## src/rtl/sccb_ov5640_master.sv

```systemverilog
// SCCB write master for the OV5640: issues ID / address-high / address-low / data
// writes on SIOC/SIOD and reports completion, NACK aborts and a saturating NACK count.
//
// state   | meaning
// S_IDLE  | bus free, waiting for start
// S_START | one cell: SIOD falls while SIOC is high
// S_BYTE  | 4 bytes x 9 bit cells, MSB first, ninth bit is the slave ACK
// S_STOP  | one cell: SIOD rises while SIOC is high
// S_GAP   | one cell of bus-free time before done
module sccb_ov5640_master #(
    parameter int unsigned CLK_FREQ_HZ  = 50000000,
    parameter int unsigned SCCB_FREQ_HZ = 100000,
    parameter logic [7:0]  DEV_ADDR     = 8'h78,
    parameter bit          CHECK_ACK    = 1'b1
) (
    input  logic        clk_sys,
    input  logic        reset_n,
    input  logic        start,
    input  logic [15:0] address,
    input  logic [7:0]  data,
    output logic        ready,
    output logic        done,
    output logic        err,
    output logic [7:0]  nack_cnt,
    output logic        sioc,
    output logic        siod_oe,
    input  logic        siod_in
);

    localparam int unsigned QDIV = CLK_FREQ_HZ / (4 * SCCB_FREQ_HZ);
    localparam int          QW   = (QDIV > 1) ? $clog2(QDIV) : 1;
    localparam logic [QW-1:0] Q_LAST = QW'(QDIV - 1);

    generate
        if (QDIV < 4) begin : g_qdiv_check
            $error("sccb_ov5640_master: CLK_FREQ_HZ/(4*SCCB_FREQ_HZ) must be at least 4");
        end
    endgenerate

    typedef enum logic [2:0] {
        S_IDLE,
        S_START,
        S_BYTE,
        S_STOP,
        S_GAP
    } state_t;

    state_t          r_state;
    logic [QW-1:0]   r_qcnt;
    logic [1:0]      r_quarter;
    logic [3:0]      r_bit;
    logic [1:0]      r_byte;
    logic [31:0]     r_frame;
    logic            r_nack;
    logic [1:0]      r_sync;
    logic            r_sioc;
    logic            r_siod_oe;
    logic            r_done;
    logic            r_err;
    logic [7:0]      r_nack_cnt;

    logic            w_last_bit;
    logic [3:0]      w_nxt_bit;
    logic [1:0]      w_nxt_byte;
    logic            w_cur_low;
    logic            w_nxt_low;

    function automatic logic f_sioc(input state_t s, input logic [1:0] q);
        f_sioc = ((s == S_BYTE) || (s == S_STOP)) ? q[1] : 1'b1;
    endfunction

    function automatic logic f_oe(input state_t s, input logic [1:0] q, input logic low);
        case (s)
            S_START: f_oe = q[1];
            S_BYTE:  f_oe = low;
            S_STOP:  f_oe = (q != 2'd3);
            default: f_oe = 1'b0;
        endcase
    endfunction

    // Frame bit index for (byte, bit) is 31 - (byte*8 + bit), i.e. the inverted concatenation.
    always_comb begin
        w_last_bit = (r_bit == 4'd8);
        w_nxt_bit  = w_last_bit ? 4'd0 : (r_bit + 4'd1);
        w_nxt_byte = w_last_bit ? (r_byte + 2'd1) : r_byte;
        w_cur_low  = (r_bit != 4'd8) && !r_frame[~{r_byte, r_bit[2:0]}];
        w_nxt_low  = (w_nxt_bit != 4'd8) && !r_frame[~{w_nxt_byte, w_nxt_bit[2:0]}];
    end

    always_ff @(posedge clk_sys or negedge reset_n) begin
        if (!reset_n) begin
            r_sync <= 2'b11;
        end else begin
            r_sync <= {r_sync[0], siod_in};
        end
    end

    always_ff @(posedge clk_sys or negedge reset_n) begin
        if (!reset_n) begin
            r_state    <= S_IDLE;
            r_qcnt     <= '0;
            r_quarter  <= 2'd0;
            r_bit      <= 4'd0;
            r_byte     <= 2'd0;
            r_frame    <= 32'd0;
            r_nack     <= 1'b0;
            r_sioc     <= 1'b1;
            r_siod_oe  <= 1'b0;
            r_done     <= 1'b0;
            r_err      <= 1'b0;
            r_nack_cnt <= 8'd0;
        end else begin
            r_done <= 1'b0;
            if (r_state == S_IDLE) begin
                if (start) begin
                    r_frame   <= {DEV_ADDR & 8'hFE, address, data};
                    r_state   <= S_START;
                    r_qcnt    <= '0;
                    r_quarter <= 2'd0;
                    r_bit     <= 4'd0;
                    r_byte    <= 2'd0;
                    r_nack    <= 1'b0;
                    r_err     <= 1'b0;
                    r_sioc    <= 1'b1;
                    r_siod_oe <= 1'b0;
                end
            end else if (r_qcnt != Q_LAST) begin
                r_qcnt <= r_qcnt + QW'(1);
            end else begin
                r_qcnt    <= '0;
                r_quarter <= r_quarter + 2'd1;
                if ((r_state == S_BYTE) && (r_quarter == 2'd2) && w_last_bit) begin
                    r_nack <= r_sync[1];
                end
                if (r_quarter != 2'd3) begin
                    r_sioc    <= f_sioc(r_state, r_quarter + 2'd1);
                    r_siod_oe <= f_oe(r_state, r_quarter + 2'd1, w_cur_low);
                end else begin
                    // Cell boundary: pick the next cell and drive its q0 levels.
                    case (r_state)
                        S_START: begin
                            r_state   <= S_BYTE;
                            r_sioc    <= 1'b0;
                            r_siod_oe <= !r_frame[31];
                        end
                        S_BYTE: begin
                            if (w_last_bit && ((CHECK_ACK && r_nack) || (r_byte == 2'd3))) begin
                                r_state   <= S_STOP;
                                r_err     <= CHECK_ACK && r_nack;
                                r_sioc    <= 1'b0;
                                r_siod_oe <= 1'b1;
                            end else begin
                                r_bit     <= w_nxt_bit;
                                r_byte    <= w_nxt_byte;
                                r_sioc    <= 1'b0;
                                r_siod_oe <= w_nxt_low;
                            end
                        end
                        S_STOP: begin
                            r_state   <= S_GAP;
                            r_sioc    <= 1'b1;
                            r_siod_oe <= 1'b0;
                        end
                        default: begin
                            r_state   <= S_IDLE;
                            r_sioc    <= 1'b1;
                            r_siod_oe <= 1'b0;
                            r_done    <= 1'b1;
                            if (r_err && (r_nack_cnt != 8'hFF)) begin
                                r_nack_cnt <= r_nack_cnt + 8'd1;
                            end
                        end
                    endcase
                end
            end
        end
    end

    assign ready    = (r_state == S_IDLE) & ~start;
    assign done     = r_done;
    assign err      = r_err;
    assign nack_cnt = r_nack_cnt;
    assign sioc     = r_sioc;
    assign siod_oe  = r_siod_oe;

endmodule

```

## config.mk

```make
export PLATFORM = sky130hd
export DESIGN_NAME = sccb_ov5640_master
export DESIGN_NICKNAME = d
export VERILOG_FILES = /design/src/rtl/sccb_ov5640_master.sv
export SDC_FILE = /design/constraint.sdc
export NUM_CORES = 1
export LEC_CHECK = 0
export BUFFER_PORTS_ARGS = -buffer_cell sky130_fd_sc_hd__buf_2
export CAP_MARGIN = 20
export CORE_ASPECT_RATIO = 1.4
export CORE_MARGIN = 1.5
export CORE_UTILIZATION = 55
export CTS_CLUSTER_SIZE = 12
export DETAILED_ROUTE_END_ITERATION = 10
export PLACE_DENSITY = 0.76
export RECOVER_POWER = 25
export SETUP_SLACK_MARGIN = 0.5
export SLEW_MARGIN = 40
export SYNTH_ARGS = -nofsm -noshare
export SYNTH_HDL_FRONTEND = slang
export SYNTH_SLANG_ARGS = --single-unit
```

## constraint.sdc

```tcl
create_clock -name clk_sys -period 2.9 [get_ports clk_sys]
set_input_delay 0.145 -clock clk_sys [delete_from_list [all_inputs] [get_ports clk_sys]]
set_output_delay 0.145 -clock clk_sys [all_outputs]
set_load 0.02 [all_outputs]
```

==> out/summary.md <==
Outcome
- result of the run: finished, violations left
- violated checks: max-capacitance violations, max-slew violations

Power and ir drop
- leakage power: 1.76 nW
- part of the power in the clock network: 46.3%
- register share of total power: 51.0%
- combinational share of power: 2.7%
- PwrDens: 408 nW/µm²
- switching power as a share of total power: 22.8%
- switching pwr: 363 µW
- Power Internal: 1.23 mW
- peak supply drop: 0.358 mV

Clock tree
- number of buffers added by the clock tree synthesis step: 9
- maximum clock insertion buffer count: 2
- clock tree from TritonCTS: done
- clk slew on worst S/H paths: 0.06 ns
- clk sinks: 58
- clock root buffer master: sky130_fd_sc_hd__clkbuf_8
- Clock Latency Late Sink: 0.35 ns
- number of H-tree levels: 3

Die
- row count: 33
- vertical die dimension: 95.2 µm
- count of boundary I/O pins: 41
- DIE WIDTH: 68.9 µm
- Initial Util: 57.0%
- core box area: 5860 µm²
- die area: 6550 µm²

Critical path
- delay-heaviest family, CP: simple AND/OR/NAND/NOR gates
- CP max-delay cell: sky130_fd_sc_hd__mux4_2
- delay of the slowest cell on the worst path: 0.50 ns
- worst path required time: 3.18 ns
- category of the most critical setup path: reg2reg
- data arrival at the endpoint of the critical path: 2.55 ns
- Worst Setup Start Kind: register
- kind of capture point of the worst setup path: register
- highest net fanout along the worst path: 8
- number of buffer and inverter instances along the worst setup path: 1
- Critical Path Source: r_bit[0]
- cell-by-cell trace of the critical path: inv_4 > ha_4 > nand3b_4 > nand2_8 > mux4_2 > nor3b_2 > nor4_1 > o31ai_1 > a22o_1
- Crit Reg-Reg Startpoint: r_bit[0]

Placed design
- Port Buf Inserts: 40
- Placer Congestion: 0.937
- hpwl dp: 5.20 mm

STA
- Final min period: 2.27 ns
- actual slew at the worst max-slew pin: 1.87 ns
- unrepaired setup endpoints after global routing: false
- crit share post-route: 78.3%
- Final Max Slew Viols: 35
- summed negative setup slack over all endpoints: 0 ns
- final count of hold timing violations: 0
- # setup viols final: 0
- max-slew headroom at the worst pin: -24.4%
- setup clock skew after layout: 0.00978 ns
- maximum clock frequency: 0.441 GHz

Logic synthesis
- share of the yosys chip area belonging to registers: 43.6%
- fraction of synthesized cell area taken by the top area cell type: 41.2%
- Mapped Cells: 314
- Synth Cell Area: 3340 µm²
- Main synth FF type: sky130_fd_sc_hd__dfrtp_1
- Yosys warning total: 0
- biggest area consumer among synthesized cells: sky130_fd_sc_hd__dfrtp_1
- Synth Net Count: 350
- Distinct cells, synth: 59
- FF+latch count, synth: 58
- EDFF count, synth: 0
- top cells by area in the synthesized netlist: sky130_fd_sc_hd__dfrtp_1 (41%), sky130_fd_sc_hd__mux2_2 (5.4%), sky130_fd_sc_hd__mux2i_1 (4.5%), sky130_fd_sc_hd__mux4_2 (4.0%), sky130_fd_sc_hd__nand2_1 (3.6%)
- share of flip-flops with an asynchronous set or reset after synthesis: 100%
- average cell area after synthesis: 10.6 µm²

Finish
- n_diodes: 0
- proportion of layout cells with a drive suffix above 1: 29.3%
- final cell utilization of the core: 66.5%
- number of nets in the finished design: 400
- Filler Cells Inserted: 460
- synth-to-layout area growth: 16.7%

Routing
- wire length reported by the detailed router: 7.33 mm
- number of vias after detailed routing: 2,582
- iteration-0 DRC count of the detailed router: 129
- average routed wire per standard cell: 16.7 µm
- Residual DRC: 0
- Pre-antenna DRT Iters: 4
- post-DR vias/cell: 5.88
- number of antenna-violating nets in the routed design: 0

Worst hold path
- startpoint of the lowest-slack hold path: address[10]
- worst hold path class: in2reg

Global routing
- number of global-route vias before repair: 2,495
- first-pass GRT wire length: 11.6 mm
- GRT Residual Overflow: 0
- All-Layer GR Usage: 24.4%
- antenna violations before repair: 0
- pin count of the biggest net entering global routing: 35

Run
- Max Cap Violations: 1

-- logic make-up (layout without fill, tap and decap cells) --
group,Yosys count,in the layout,share of synthesized area (%)
XOR/XNOR,11,11,2.88
buffers and inverters,30,85,4.50
AND/OR/NAND/NOR,98,98,15.5
flip-flops,58,58,43.6
AO/OA/AOI/OAI,61,61,12.4
multiplexers,48,48,18.1
adder cells (fa/ha/maj),8,8,3.00
-- state kept, by name, summed over array words and instances (netlist names), 2 cells and up --
signal	count
r_frame	25
nack_cnt	8
r_qcnt	7
r_quarter	2
r_byte	2
r_state	3
r_bit	4
r_sync	2
-- power groups by stage --
| stage | Clock [mW] | Combinational [mW] | Sequential [mW] |
|---|---|---|---|
| 2_1_floorplan | 0 | 0.00178 | 0.827 |
| 3_3_place_gp | 0 | 0.0364 | 0.827 |
| 3_5_place_dp | 0 | 0.0379 | 0.827 |
| 4_1_cts | 0.755 | 0.0440 | 0.812 |
| 5_1_grt | 0.776 | 0.0487 | 0.812 |
| 6_report | 0.737 | 0.0430 | 0.812 |
-- cell type report --
| cell class | instances | area [µm²] | area share [%] |
|---|---|---|---|
| clock buffer | 10 | 128 | 3.28 |
| timing repair buffer | 56 | 334 | 8.57 |
| tap | 70 | 87.6 | 2.25 |
| inverter | 13 | 51.3 | 1.32 |
| sequential | 58 | 1460 | 37.4 |
| multi-input combinational | 226 | 1770 | 45.5 |
| clock inverter | 6 | 66.3 | 1.70 |
-- layout by cell type (no fill, tap or decap), types with 7 or more instances in the layout --
master / count
sky130_fd_sc_hd__o21ai_0: 14
sky130_fd_sc_hd__buf_2: 39
sky130_fd_sc_hd__mux2_1: 9
sky130_fd_sc_hd__buf_4: 10
sky130_fd_sc_hd__clkbuf_8: 9
sky130_fd_sc_hd__mux2_2: 16
sky130_fd_sc_hd__o31ai_1: 8
sky130_fd_sc_hd__dfrtp_1: 53
sky130_fd_sc_hd__nor2_1: 15
sky130_fd_sc_hd__inv_1: 12
sky130_fd_sc_hd__nand2_1: 32
sky130_fd_sc_hd__xnor2_1: 7
sky130_fd_sc_hd__nand3_1: 8
sky130_fd_sc_hd__o21ai_1: 8
sky130_fd_sc_hd__mux2i_1: 15
sky130_fd_sc_hd__nor3_1: 8
-- stage by stage --
stage	hold WS [ns]	total power [mW]	cells	instance area [µm²]	worst slack (ns)
after floorplan	-0.151	0.829	314	3340	0.556
after global placement	0.259	0.863	413	3570	0.401
after detailed placement	0.258	0.865	413	3570	0.365
after CTS	0.00614	1.61	436	3850	0.501
after global routing	0.0197	1.64	439	3900	0.409
final	0.0201	1.59	439	3900	0.631
-- Yosys cell counts, types with 5 or more instances --
library cell,count
sky130_fd_sc_hd__nand4_1,6
sky130_fd_sc_hd__dfrtp_1,55
sky130_fd_sc_hd__nor2b_1,5
sky130_fd_sc_hd__mux2_1,9
sky130_fd_sc_hd__mux2i_1,15
sky130_fd_sc_hd__o31ai_1,8
sky130_fd_sc_hd__mux2_2,16
sky130_fd_sc_hd__nand2_1,32
sky130_fd_sc_hd__nor3_1,8
sky130_fd_sc_hd__inv_1,12
sky130_fd_sc_hd__buf_2,6
sky130_fd_sc_hd__a21oi_1,6
sky130_fd_sc_hd__a31oi_1,5
sky130_fd_sc_hd__o21ai_0,14
sky130_fd_sc_hd__xnor2_1,7
sky130_fd_sc_hd__nor2_1,15
sky130_fd_sc_hd__mux4_2,6
sky130_fd_sc_hd__clkbuf_1,5
sky130_fd_sc_hd__nand3_1,8
sky130_fd_sc_hd__o21ai_1,8
sky130_fd_sc_hd__ha_1,8
-- final timing paths --
kind | endpoint | slack (ns) | depth (start not counted)
worst max-delay path | siod_oe | 0.63 | 9
worst max register to register | siod_oe | 0.63 | 9
worst min-delay path | r_frame[18] | 0.02 | 2
max in group asynchronous | r_sync[0] | 0.82 | 3
min in group asynchronous | r_qcnt[3] | 0.84 | 2
worst min register to register | r_sync[1] | 0.37 | 0
-- worst register-to-register path: cells and delay by family (launching register included) --
family,cells,cell delay (ns)
flops,1,0.44
fa+ha+maj,1,0.20
compound gates,2,0.39
mux,1,0.51
simple gates,4,0.55
buf+inv,1,0.12
-- metal layers --
| layer | track usage, % | routed length [µm] |
|---|---|---|
| met4 | 12.4 | 210 |
| met2 | 37.7 | 3670 |
| met3 | 6.14 | 254 |
| met5 | 0 | 0 |
| met1 | 31.5 | 3190 |
-- timing repair --
item,CTS,global route
setup buffers,1,3
endpoints found under the hold margin,36,0
hold buffers,6,0
gates resized for setup,5,5
pin swaps,0,1
gates cloned,0,0
endpoints found under the setup margin,1,1
(Power assumes the default switching activity.)
